### src/rtl/fc_pkg.sv
// Shared definitions for the fully connected block: word format, loader FSM
// states and the FC word-memory map.
package fc_pkg;

  localparam int FC_DATA_W = 16;
  localparam int FC_ADDR_W = 14;

  typedef logic signed [FC_DATA_W-1:0] fc_word_t;

  typedef enum logic [1:0] {
    IDLE  = 2'd0,
    FILL  = 2'd1,
    DRAIN = 2'd2,
    DONE  = 2'd3
  } fill_state_t;

  // FC memory map: flattened input vector, weight matrix, bias vector.
  localparam logic [FC_ADDR_W-1:0] FC_IN_BASE   = 14'h0000;
  localparam int                   FC_IN_WORDS  = 400;
  localparam logic [FC_ADDR_W-1:0] FC_WGT_BASE  = 14'h0200;
  localparam logic [FC_ADDR_W-1:0] FC_BIAS_BASE = 14'h3F00;

  function automatic int clog2_min1(input int n);
    return (n > 1) ? $clog2(n) : 1;
  endfunction

endpackage

### src/rtl/flatten_addr_gen.sv
// Channel-major address generator: nested ch/col/row counters and a running
// address accumulator that avoids any multiplier.
module flatten_addr_gen
  import fc_pkg::*;
#(
  parameter int CHANNELS  = 16,
  parameter int HEIGHT    = 5,
  parameter int WIDTH     = 5,
  parameter int ADDR_W    = FC_ADDR_W,
  parameter int BASE_ADDR = 0
) (
  input  logic              clk,
  input  logic              reset,
  input  logic              clear,
  input  logic              advance,
  output logic [ADDR_W-1:0] addr,
  output logic              last
);

  localparam int NPIX  = HEIGHT * WIDTH;
  localparam int CH_W  = clog2_min1(CHANNELS);
  localparam int ROW_W = clog2_min1(HEIGHT);
  localparam int COL_W = clog2_min1(WIDTH);
  localparam int PIX_W = clog2_min1(NPIX);

  localparam logic [CH_W-1:0]   CH_MAX  = CH_W'(CHANNELS - 1);
  localparam logic [ROW_W-1:0]  ROW_MAX = ROW_W'(HEIGHT - 1);
  localparam logic [COL_W-1:0]  COL_MAX = COL_W'(WIDTH - 1);
  localparam logic [ADDR_W-1:0] CH_STEP = ADDR_W'(NPIX);
  localparam logic [ADDR_W-1:0] BASE    = ADDR_W'(BASE_ADDR);

  logic [CH_W-1:0]   ch_q;
  logic [ROW_W-1:0]  row_q;
  logic [COL_W-1:0]  col_q;
  logic [PIX_W-1:0]  pix_base_q;
  logic [ADDR_W-1:0] addr_acc_q;

  logic             ch_wrap;
  logic             col_wrap;
  logic             row_wrap;
  logic [PIX_W-1:0] pix_next;

  assign ch_wrap  = (ch_q == CH_MAX);
  assign col_wrap = (col_q == COL_MAX);
  assign row_wrap = (row_q == ROW_MAX);
  assign pix_next = (col_wrap && row_wrap) ? '0 : pix_base_q + PIX_W'(1);

  // Channel steps add one feature-map stride; a new pixel reloads from its base.
  always_ff @(posedge clk) begin
    if (reset || clear) begin
      ch_q       <= '0;
      row_q      <= '0;
      col_q      <= '0;
      pix_base_q <= '0;
      addr_acc_q <= BASE;
    end else if (advance) begin
      if (ch_wrap) begin
        ch_q       <= '0;
        pix_base_q <= pix_next;
        addr_acc_q <= BASE + ADDR_W'(pix_next);
        if (col_wrap) begin
          col_q <= '0;
          row_q <= row_wrap ? '0 : row_q + ROW_W'(1);
        end else begin
          col_q <= col_q + COL_W'(1);
        end
      end else begin
        ch_q       <= ch_q + CH_W'(1);
        addr_acc_q <= addr_acc_q + CH_STEP;
      end
    end
  end

  assign addr = addr_acc_q;
  assign last = ch_wrap && col_wrap && row_wrap;

endmodule

### src/rtl/fc_flatten_loader.sv
// Loads the pixel-major pooling stream into FC memory as a channel-major
// flattened vector, with optional ReLU, and pulses done when complete.
module fc_flatten_loader
  import fc_pkg::*;
#(
  parameter int CHANNELS  = 16,
  parameter int HEIGHT    = 5,
  parameter int WIDTH     = 5,
  parameter int DATA_W    = FC_DATA_W,
  parameter int ADDR_W    = FC_ADDR_W,
  parameter int BASE_ADDR = int'(FC_IN_BASE),
  parameter int RELU      = 1
) (
  input  logic                     clk,
  input  logic                     reset,
  input  logic                     start,
  input  logic                     in_valid,
  input  logic signed [DATA_W-1:0] in_data,
  output logic                     in_ready,
  output logic                     mem_we,
  output logic        [ADDR_W-1:0] mem_addr,
  output logic signed [DATA_W-1:0] mem_wdata,
  output logic                     busy,
  output logic                     done
);

  if (longint'(BASE_ADDR) + longint'(CHANNELS) * longint'(HEIGHT) * longint'(WIDTH)
      > (longint'(1) << ADDR_W)) begin : g_map_overflow
    $error("fc_flatten_loader: flattened vector does not fit in FC memory");
  end

  function automatic logic signed [DATA_W-1:0] relu_fn(input logic signed [DATA_W-1:0] x);
    if ((RELU != 0) && x[DATA_W-1]) return '0;
    return x;
  endfunction

  fill_state_t state_q;
  fill_state_t state_d;

  logic              gen_last;
  logic [ADDR_W-1:0] gen_addr;
  logic              gen_clear;

  logic                     vld_p0;
  logic        [ADDR_W-1:0] addr_p0;
  logic signed [DATA_W-1:0] data_p0;

  logic                     vld_p1;
  logic        [ADDR_W-1:0] addr_p1;
  logic signed [DATA_W-1:0] data_p1;

  always_ff @(posedge clk) begin
    if (reset) state_q <= IDLE;
    else       state_q <= state_d;
  end

  always_comb begin
    state_d = state_q;
    case (state_q)
      IDLE:    if (start) state_d = FILL;
      FILL:    if (vld_p0 && gen_last) state_d = DRAIN;
      DRAIN:   state_d = DONE;
      DONE:    state_d = IDLE;
      default: state_d = IDLE;
    endcase
  end

  assign in_ready  = (state_q == FILL);
  assign busy      = (state_q == FILL) || (state_q == DRAIN);
  assign done      = (state_q == DONE);
  assign gen_clear = (state_q == IDLE) && start;

  flatten_addr_gen #(
    .CHANNELS (CHANNELS),
    .HEIGHT   (HEIGHT),
    .WIDTH    (WIDTH),
    .ADDR_W   (ADDR_W),
    .BASE_ADDR(BASE_ADDR)
  ) u_addr_gen (
    .clk    (clk),
    .reset  (reset),
    .clear  (gen_clear),
    .advance(vld_p0),
    .addr   (gen_addr),
    .last   (gen_last)
  );

  // Stage p0: accepted beat with its target address and activated value.
  assign vld_p0  = in_ready && in_valid;
  assign addr_p0 = gen_addr;
  assign data_p0 = relu_fn(in_data);

  // Stage p1: registered memory write port; address/data hold between writes.
  always_ff @(posedge clk) begin
    if (reset) begin
      vld_p1  <= 1'b0;
      addr_p1 <= '0;
      data_p1 <= '0;
    end else begin
      vld_p1 <= vld_p0;
      if (vld_p0) begin
        addr_p1 <= addr_p0;
        data_p1 <= data_p0;
      end
    end
  end

  assign mem_we    = vld_p1;
  assign mem_addr  = addr_p1;
  assign mem_wdata = data_p1;

endmodule

### config.mk
export PLATFORM = sky130hd
export DESIGN_NAME = fc_flatten_loader
export DESIGN_NICKNAME = d
export VERILOG_FILES = /design/src/rtl/fc_pkg.sv /design/src/rtl/flatten_addr_gen.sv /design/src/rtl/fc_flatten_loader.sv
export SDC_FILE = /design/constraint.sdc
export NUM_CORES = 1
export LEC_CHECK = 0
export CORE_UTILIZATION = 50
export DETAILED_ROUTE_END_ITERATION = 16
export MAX_ROUTING_LAYER = met4
export PLACE_DENSITY = 0.84
export SLEW_MARGIN = 10
export SYNTH_ARGS = -nofsm -noshare
export SYNTH_HDL_FRONTEND = slang
export SYNTH_HIERARCHICAL = 1
export SYNTH_SLANG_ARGS = --single-unit
### constraint.sdc
create_clock -name clk -period 2.35 [get_ports clk]
set_clock_uncertainty 0.05 [all_clocks]
set_input_delay 0.47 -clock clk [delete_from_list [all_inputs] [get_ports clk]]
set_output_delay 0.47 -clock clk [all_outputs]
set_load 0.02 [all_outputs]
Word level (Yosys, flattened, before mapping) --
Cells that the tools add are included.
Storage, ports and cells: register bits 62, output and inout bits 34
Operators by class: mux-type cells 11, eq/ne operators 8, reduce and logical (&&, ||, !) cells 12, add/subtract/negate cells 5
Operators with widths (count):
- $mux W16 | 2
- $add A14 B5 Y14 const B | 1
- $mux W14 | 1
- $pmux W2 S4 | 1
- $add A3 B1 Y3 const B | 2
- $eq A3 B3 Y1 const B | 2
- $logic_and A1 B1 Y1 | 6
- $mux W3 | 2
- $add A5 B1 Y5 const B | 1
- $mux W5 | 1
- $add A4 B1 Y4 const B | 1
- $eq A2 B2 Y1 const B | 2
- $eq A4 B4 Y1 const B | 1
- $mux W2 | 2
- $mux W4 | 1
- $reduce_and A2 Y1 | 2
- $reduce_and A3 Y1 | 1
- $eq A2 B1 Y1 const B | 1
- $logic_not A2 Y1 | 1
- $logic_or A1 B1 Y1 | 2
- $ne A2 B1 Y1 const B | 1
- $ne A2 B2 Y1 const B | 1
- $mux W1 | 1

Logic depth before layout (Yosys ltp) --
depth in word-level cells 6, gate-level depth with buffers 10, depth with buffers taken out 8

By module --
The synthesis kept the hierarchy.
By module, submodules not included:
- flatten_addr_gen | cells each 167, area each 1407.6 um^2, times used 1
- fc_flatten_loader | cells each 119, area each 1183.6 um^2, times used 1

Worst setup path before layout --
Ideal clock, no wire load.
path kind reg-to-reg, start reg state_q[1], end reg u_addr_gen.addr_acc_q[11] (netlist: u_addr_gen/addr[11]), data required time 2.172 ns, path slack 0.354 ns, stages on the path, launching flop included 11, arrival time 1.818 ns, cell sequence dfxtp_1 -> inv_1 -> ha_1 -> nand2_4 -> inv_4 -> buf_4 -> buf_2 -> buf_2 -> nand4_1 -> xor2_1 -> nor2_1
RTL lines:
- start, declared | RTL line fc_flatten_loader.sv:37 | fill_state_t state_q;
- start signal, assigned | RTL line fc_flatten_loader.sv:54 | else state_q <= state_d;
- $eq A2 B1 Y1 | RTL line fc_flatten_loader.sv:68 | assign in_ready = (state_q == FILL);
- net in_ready | RTL line fc_flatten_loader.sv:19 | output logic in_ready,
- $logic_and A1 B1 Y1 | RTL line fc_flatten_loader.sv:89 | assign vld_p0 = in_ready && in_valid;
- net vld_p0 | RTL line fc_flatten_loader.sv:44 | logic vld_p0;
- end signal, assigned | RTL line flatten_addr_gen.sv:60 | addr_acc_q <= BASE + ADDR_W'(pix_next);
- end signal, assigned | RTL line flatten_addr_gen.sv:69 | addr_acc_q <= addr_acc_q + CH_STEP;
- end, declared | RTL line flatten_addr_gen.sv:36 | logic [ADDR_W-1:0] addr_acc_q;
The timed path passes the listed nets, and every way through them passes these cells. A chain may end at the register's enable or synchronous reset.

Worst setup path in the final report --
start reg state_q[1], end out busy
On the way: cells in the longest elaborated chain, start to end 2
RTL lines:
- $eq A2 B1 Y1 or $eq A2 B2 Y1 (tied branches) | RTL line fc_flatten_loader.sv:69 | assign busy = (state_q == FILL) || (state_q == DRAIN);
- $logic_or A1 B1 Y1 (*) | RTL line fc_flatten_loader.sv:69
- end, declared | RTL line fc_flatten_loader.sv:23 | output logic busy,
Every way passes the cells marked *; elsewhere a longest branch is shown, timed or not.

==> impl_table.tex <==
\begin{tabular}{lr}
\hline
Metric & Value \\
\hline
\multicolumn{2}{l}{\textbf{Outcome}} \\
Run status & finished clean \\
\multicolumn{2}{l}{\textbf{Timing}} \\
Timing-limited maximum frequency & 446 MHz \\
Final setup TNS & 0 ps \\
Setup Viol. Count Final & 0 \\
Post-route minimum period & 2240 ps \\
Transition at the pin with the smallest max-transition slack & 598 ps \\
Final hold viol count & 0 \\
Share of the clock period used by the worst path after layout & 95.5\% \\
Relative max-transition margin & 60.0\% \\
Final slew viol count & 0 \\
Unrepaired setup endpoints after global routing & no \\
\multicolumn{2}{l}{\textbf{GRT}} \\
First-pass GRT wire length & 8940 um \\
Vias in the first global route & 2,025 \\
Residual overflow from global routing & 0 \\
Pin count of the biggest net entering global routing & 35 \\
Number of antenna violations at the first check in global routing & 0 \\
Total routing usage reported by global routing & 22.3\% \\
\multicolumn{2}{l}{\textbf{Die}} \\
Chip Height & 74.0 um \\
Core region area & 4850 um\^{}2 \\
Ports placed on the boundary & 54 \\
Initial Utilization & 53.4\% \\
Floorplan die area & 5470 um\^{}2 \\
Width of the chip & 74.0 um \\
Cell row count & 25 \\
\multicolumn{2}{l}{\textbf{Detailed routing}} \\
Per-cell via count in the routed design & 5.25 \\
Detailed Route WL & 5540 um \\
DR WL/cell & 13.5 um \\
DRC violations left & 0 \\
DRT Pass-1 Iters & 5 \\
Overall via count from detail\_route & 2,159 \\
Drt first-iter violations & 107 \\
Count of nets left with antenna violations after detail routing & 0 \\
\multicolumn{2}{l}{\textbf{Synthesis}} \\
Portion of the post-synthesis area used by sequential elements & 47.1\% \\
Distinct cell type count after synthesis & 43 \\
Top FF cell, synth & sky130\_fd\_sc\_hd\_\_dfxtp\_1 \\
Synth Cell Area & 2590 um\^{}2 \\
Largest cells by area after synthesis & sky130\_fd\_sc\_hd\_\_dfxtp\_1 47\%, sky130\_fd\_sc\_hd\_\_nand2\_1 7.0\%, sky130\_fd\_sc\_hd\_\_ha\_1 5.8\%, sky130\_fd\_sc\_hd\_\_a21oi\_1 5.6\%, sky130\_fd\_sc\_hd\_\_a22o\_1 5.1\% \\
Cell type with the largest total area after synthesis & sky130\_fd\_sc\_hd\_\_dfxtp\_1 \\
Most common cell in the synthesized netlist & sky130\_fd\_sc\_hd\_\_dfxtp\_1 \\
Leading cell types by count after synthesis & 61 x sky130\_fd\_sc\_hd\_\_dfxtp\_1, 48 x sky130\_fd\_sc\_hd\_\_nand2\_1, 29 x sky130\_fd\_sc\_hd\_\_a21oi\_1, 19 x sky130\_fd\_sc\_hd\_\_nor2\_1, 15 x sky130\_fd\_sc\_hd\_\_a22o\_1 \\
YS warnings & 6 \\
Flop and latch count out of synthesis & 61 \\
Average cell area after synthesis & 9.06 um\^{}2 \\
Syn\_nets & 318 \\
Share of Yosys cell area claimed by the top area cell type & 47.1\% \\
Cell count after synthesis & 286 \\
Number of enable flip-flop cells after synthesis & 0 \\
Proportion of register bits with asynchronous set or reset after synthesis & 0\% \\
\multicolumn{2}{l}{\textbf{Clocking}} \\
Maximum number of buffers from clock root to sink & 2 \\
Number of CTS-inserted buffers & 9 \\
Clock tree root driver cell & sky130\_fd\_sc\_hd\_\_clkbuf\_8 \\
Sink count of the clock tree & 61 \\
CTS clock-pin slew for the worst setup and hold paths & 60 ps \\
Postcts setup bufs & 0 \\
Clock Latency Late Sink & 330 ps \\
CTS tree & yes \\
Cells resized by post-CTS repair & 0 \\
H-Tree Depth & 3 \\
Post-CTS Hold Buffers & 0 \\
\multicolumn{2}{l}{\textbf{Finish}} \\
Final Net Count & 372 \\
Core Util, Final & 69.1\% \\
Area growth, synth to finish & 29.2\% \\
Share of layout cells above drive strength 1 & 8.72\% \\
Diode insertion count for antenna repair & 0 \\
\multicolumn{2}{l}{\textbf{Pwr}} \\
Pwr/cell area & 745 nW/um\^{}2 \\
Static power due to leakage & 1.24 nW \\
Maximum VDD drop & 0.000444 V \\
\multicolumn{2}{l}{\textbf{Flow run}} \\
Number of max-capacitance violations reported & 0 \\
\multicolumn{2}{l}{\textbf{Worst setup path}} \\
Worst-case register-to-register setup slack & 480 ps \\
Critical path type & register to output port \\
Critical path fanouts, max & 4 \\
Crit path from & state\_q[1] \\
End of the worst register-to-register path & mem\_wdata[14] \\
Data arrival at the endpoint of the critical path & 1720 ps \\
Element type at the critical path end & output port \\
Cell count of the worst reg-to-reg path & 7 \\
Origin of the critical flop-to-flop path & state\_q[1] \\
Startpoint kind of the worst setup timing path & register \\
Timing endpoint of the critical path & busy \\
Critical path data required time & 1830 ps \\
\multicolumn{2}{l}{\textbf{Hold path}} \\
Worst Hold Depth & 2 \\
Worst min-delay path category & register to register \\
\multicolumn{2}{l}{\textbf{Placed design}} \\
Placed wire-length estimate & 3880 um \\
Routability congestion estimate & 0.897 \\
IO buf count & 52 \\
\hline
\end{tabular}
[report_power, final]
part / internal [mW] / leakage (nW) / switching [mW]
Combinational: 0.229 / 0.660 / 0.308
Clock: 0.461 / 0.0905 / 0.375
Sequential: 1.08 / 0.492 / 0.0396
[worst max-delay path: stages (launching register included)]
cell	delay (ps)
sky130_fd_sc_hd__dfxtp_1	370
sky130_fd_sc_hd__inv_1	90
sky130_fd_sc_hd__ha_1	310
sky130_fd_sc_hd__clkdlybuf4s50_1	620
[flip-flops by register name (all words and copies together) (netlist names), 2 cells and up]
| name | cells |
|---|---|
| u_addr_gen/row_q | 3 |
| u_addr_gen/pix_base_q | 5 |
| u_addr_gen/addr | 14 |
| u_addr_gen/col_q | 3 |
| state_q | 2 |
| mem_wdata | 15 |
| mem_addr | 14 |
| u_addr_gen/ch_q | 4 |
[cell families (layout without fill, tap and decap cells)]
| family | count (synthesis) | count (layout) | share of synthesized area, % |
|---|---|---|---|
| AND/OR/NAND/NOR | 111 | 111 | 21.0 |
| buffers and inverters | 23 | 81 | 4.59 |
| AO/OA/AOI/OAI | 60 | 60 | 15.1 |
| multiplexers | 3 | 3 | 1.21 |
| adder cells (fa/ha/maj) | 12 | 12 | 5.79 |
| flip-flops | 61 | 61 | 47.1 |
| XOR/XNOR | 15 | 15 | 5.07 |
| other | 1 | 1 | 0.145 |
[stage by stage]
stage	power, mW	hold slack, ps	std cells	setup WS (ps)	area, um^2
after floorplan	1.49	387	286	354	2590
after global placement	1.67	393	396	310	3160
after detailed placement	1.69	397	396	229	3160
after CTS	2.52	406	411	70.1	3350
after global routing	2.61	419	411	29.6	3350
final	2.49	402	411	107	3350
[worst min path at each step]
stage | slack [ps] | start | end
after floorplan | 390 | u_addr_gen/addr[13] | mem_addr[13]
after global placement | 390 | mem_addr[6] | mem_addr[6]
after detailed placement | 400 | mem_addr[12] | mem_addr[12]
after CTS | 410 | mem_addr[12] | mem_addr[12]
after global routing | 420 | mem_addr[1] | mem_addr[1]
final | 400 | mem_addr[6] | mem_addr[6]
[cells in the final DEF (no fill, tap or decap), types with 3 or more instances in the layout]
cell type / count
sky130_fd_sc_hd__buf_4: 4
sky130_fd_sc_hd__inv_1: 8
sky130_fd_sc_hd__dfxtp_1: 61
sky130_fd_sc_hd__nand3_1: 13
sky130_fd_sc_hd__a21oi_1: 29
sky130_fd_sc_hd__xor2_1: 12
sky130_fd_sc_hd__ha_1: 12
sky130_fd_sc_hd__or3_1: 3
sky130_fd_sc_hd__nor2_1: 19
sky130_fd_sc_hd__xnor2_1: 3
sky130_fd_sc_hd__clkdlybuf4s50_1: 52
sky130_fd_sc_hd__clkbuf_8: 12
sky130_fd_sc_hd__nand4_1: 8
sky130_fd_sc_hd__o21ai_0: 7
sky130_fd_sc_hd__a22o_1: 15
sky130_fd_sc_hd__nand2_1: 48
[routing by layer]
metal / part of all wire, % / GRT usage (%) / vias to the layer above / routed length [um]
met4: 1.9 / 8.76 / 0 / 104
met3: 4.7 / 6.64 / 11 / 258
li1: - / - / 1100 / -
met2: 52 / 39.2 / 55 / 2900
met5: 0 / - / - / 0
met1: 41 / 23.4 / 993 / 2280
[layout make-up]
class	count	area (um^2)
clock buffer	12	165
clock inverter	3	20.0
fill	380	1500
inverter	9	36.3
multi-input combinational	202	1250
sequential	61	1220
tap	67	83.8
timing repair buffer	57	571
Note: power is estimated with default switching activity, not from simulation.
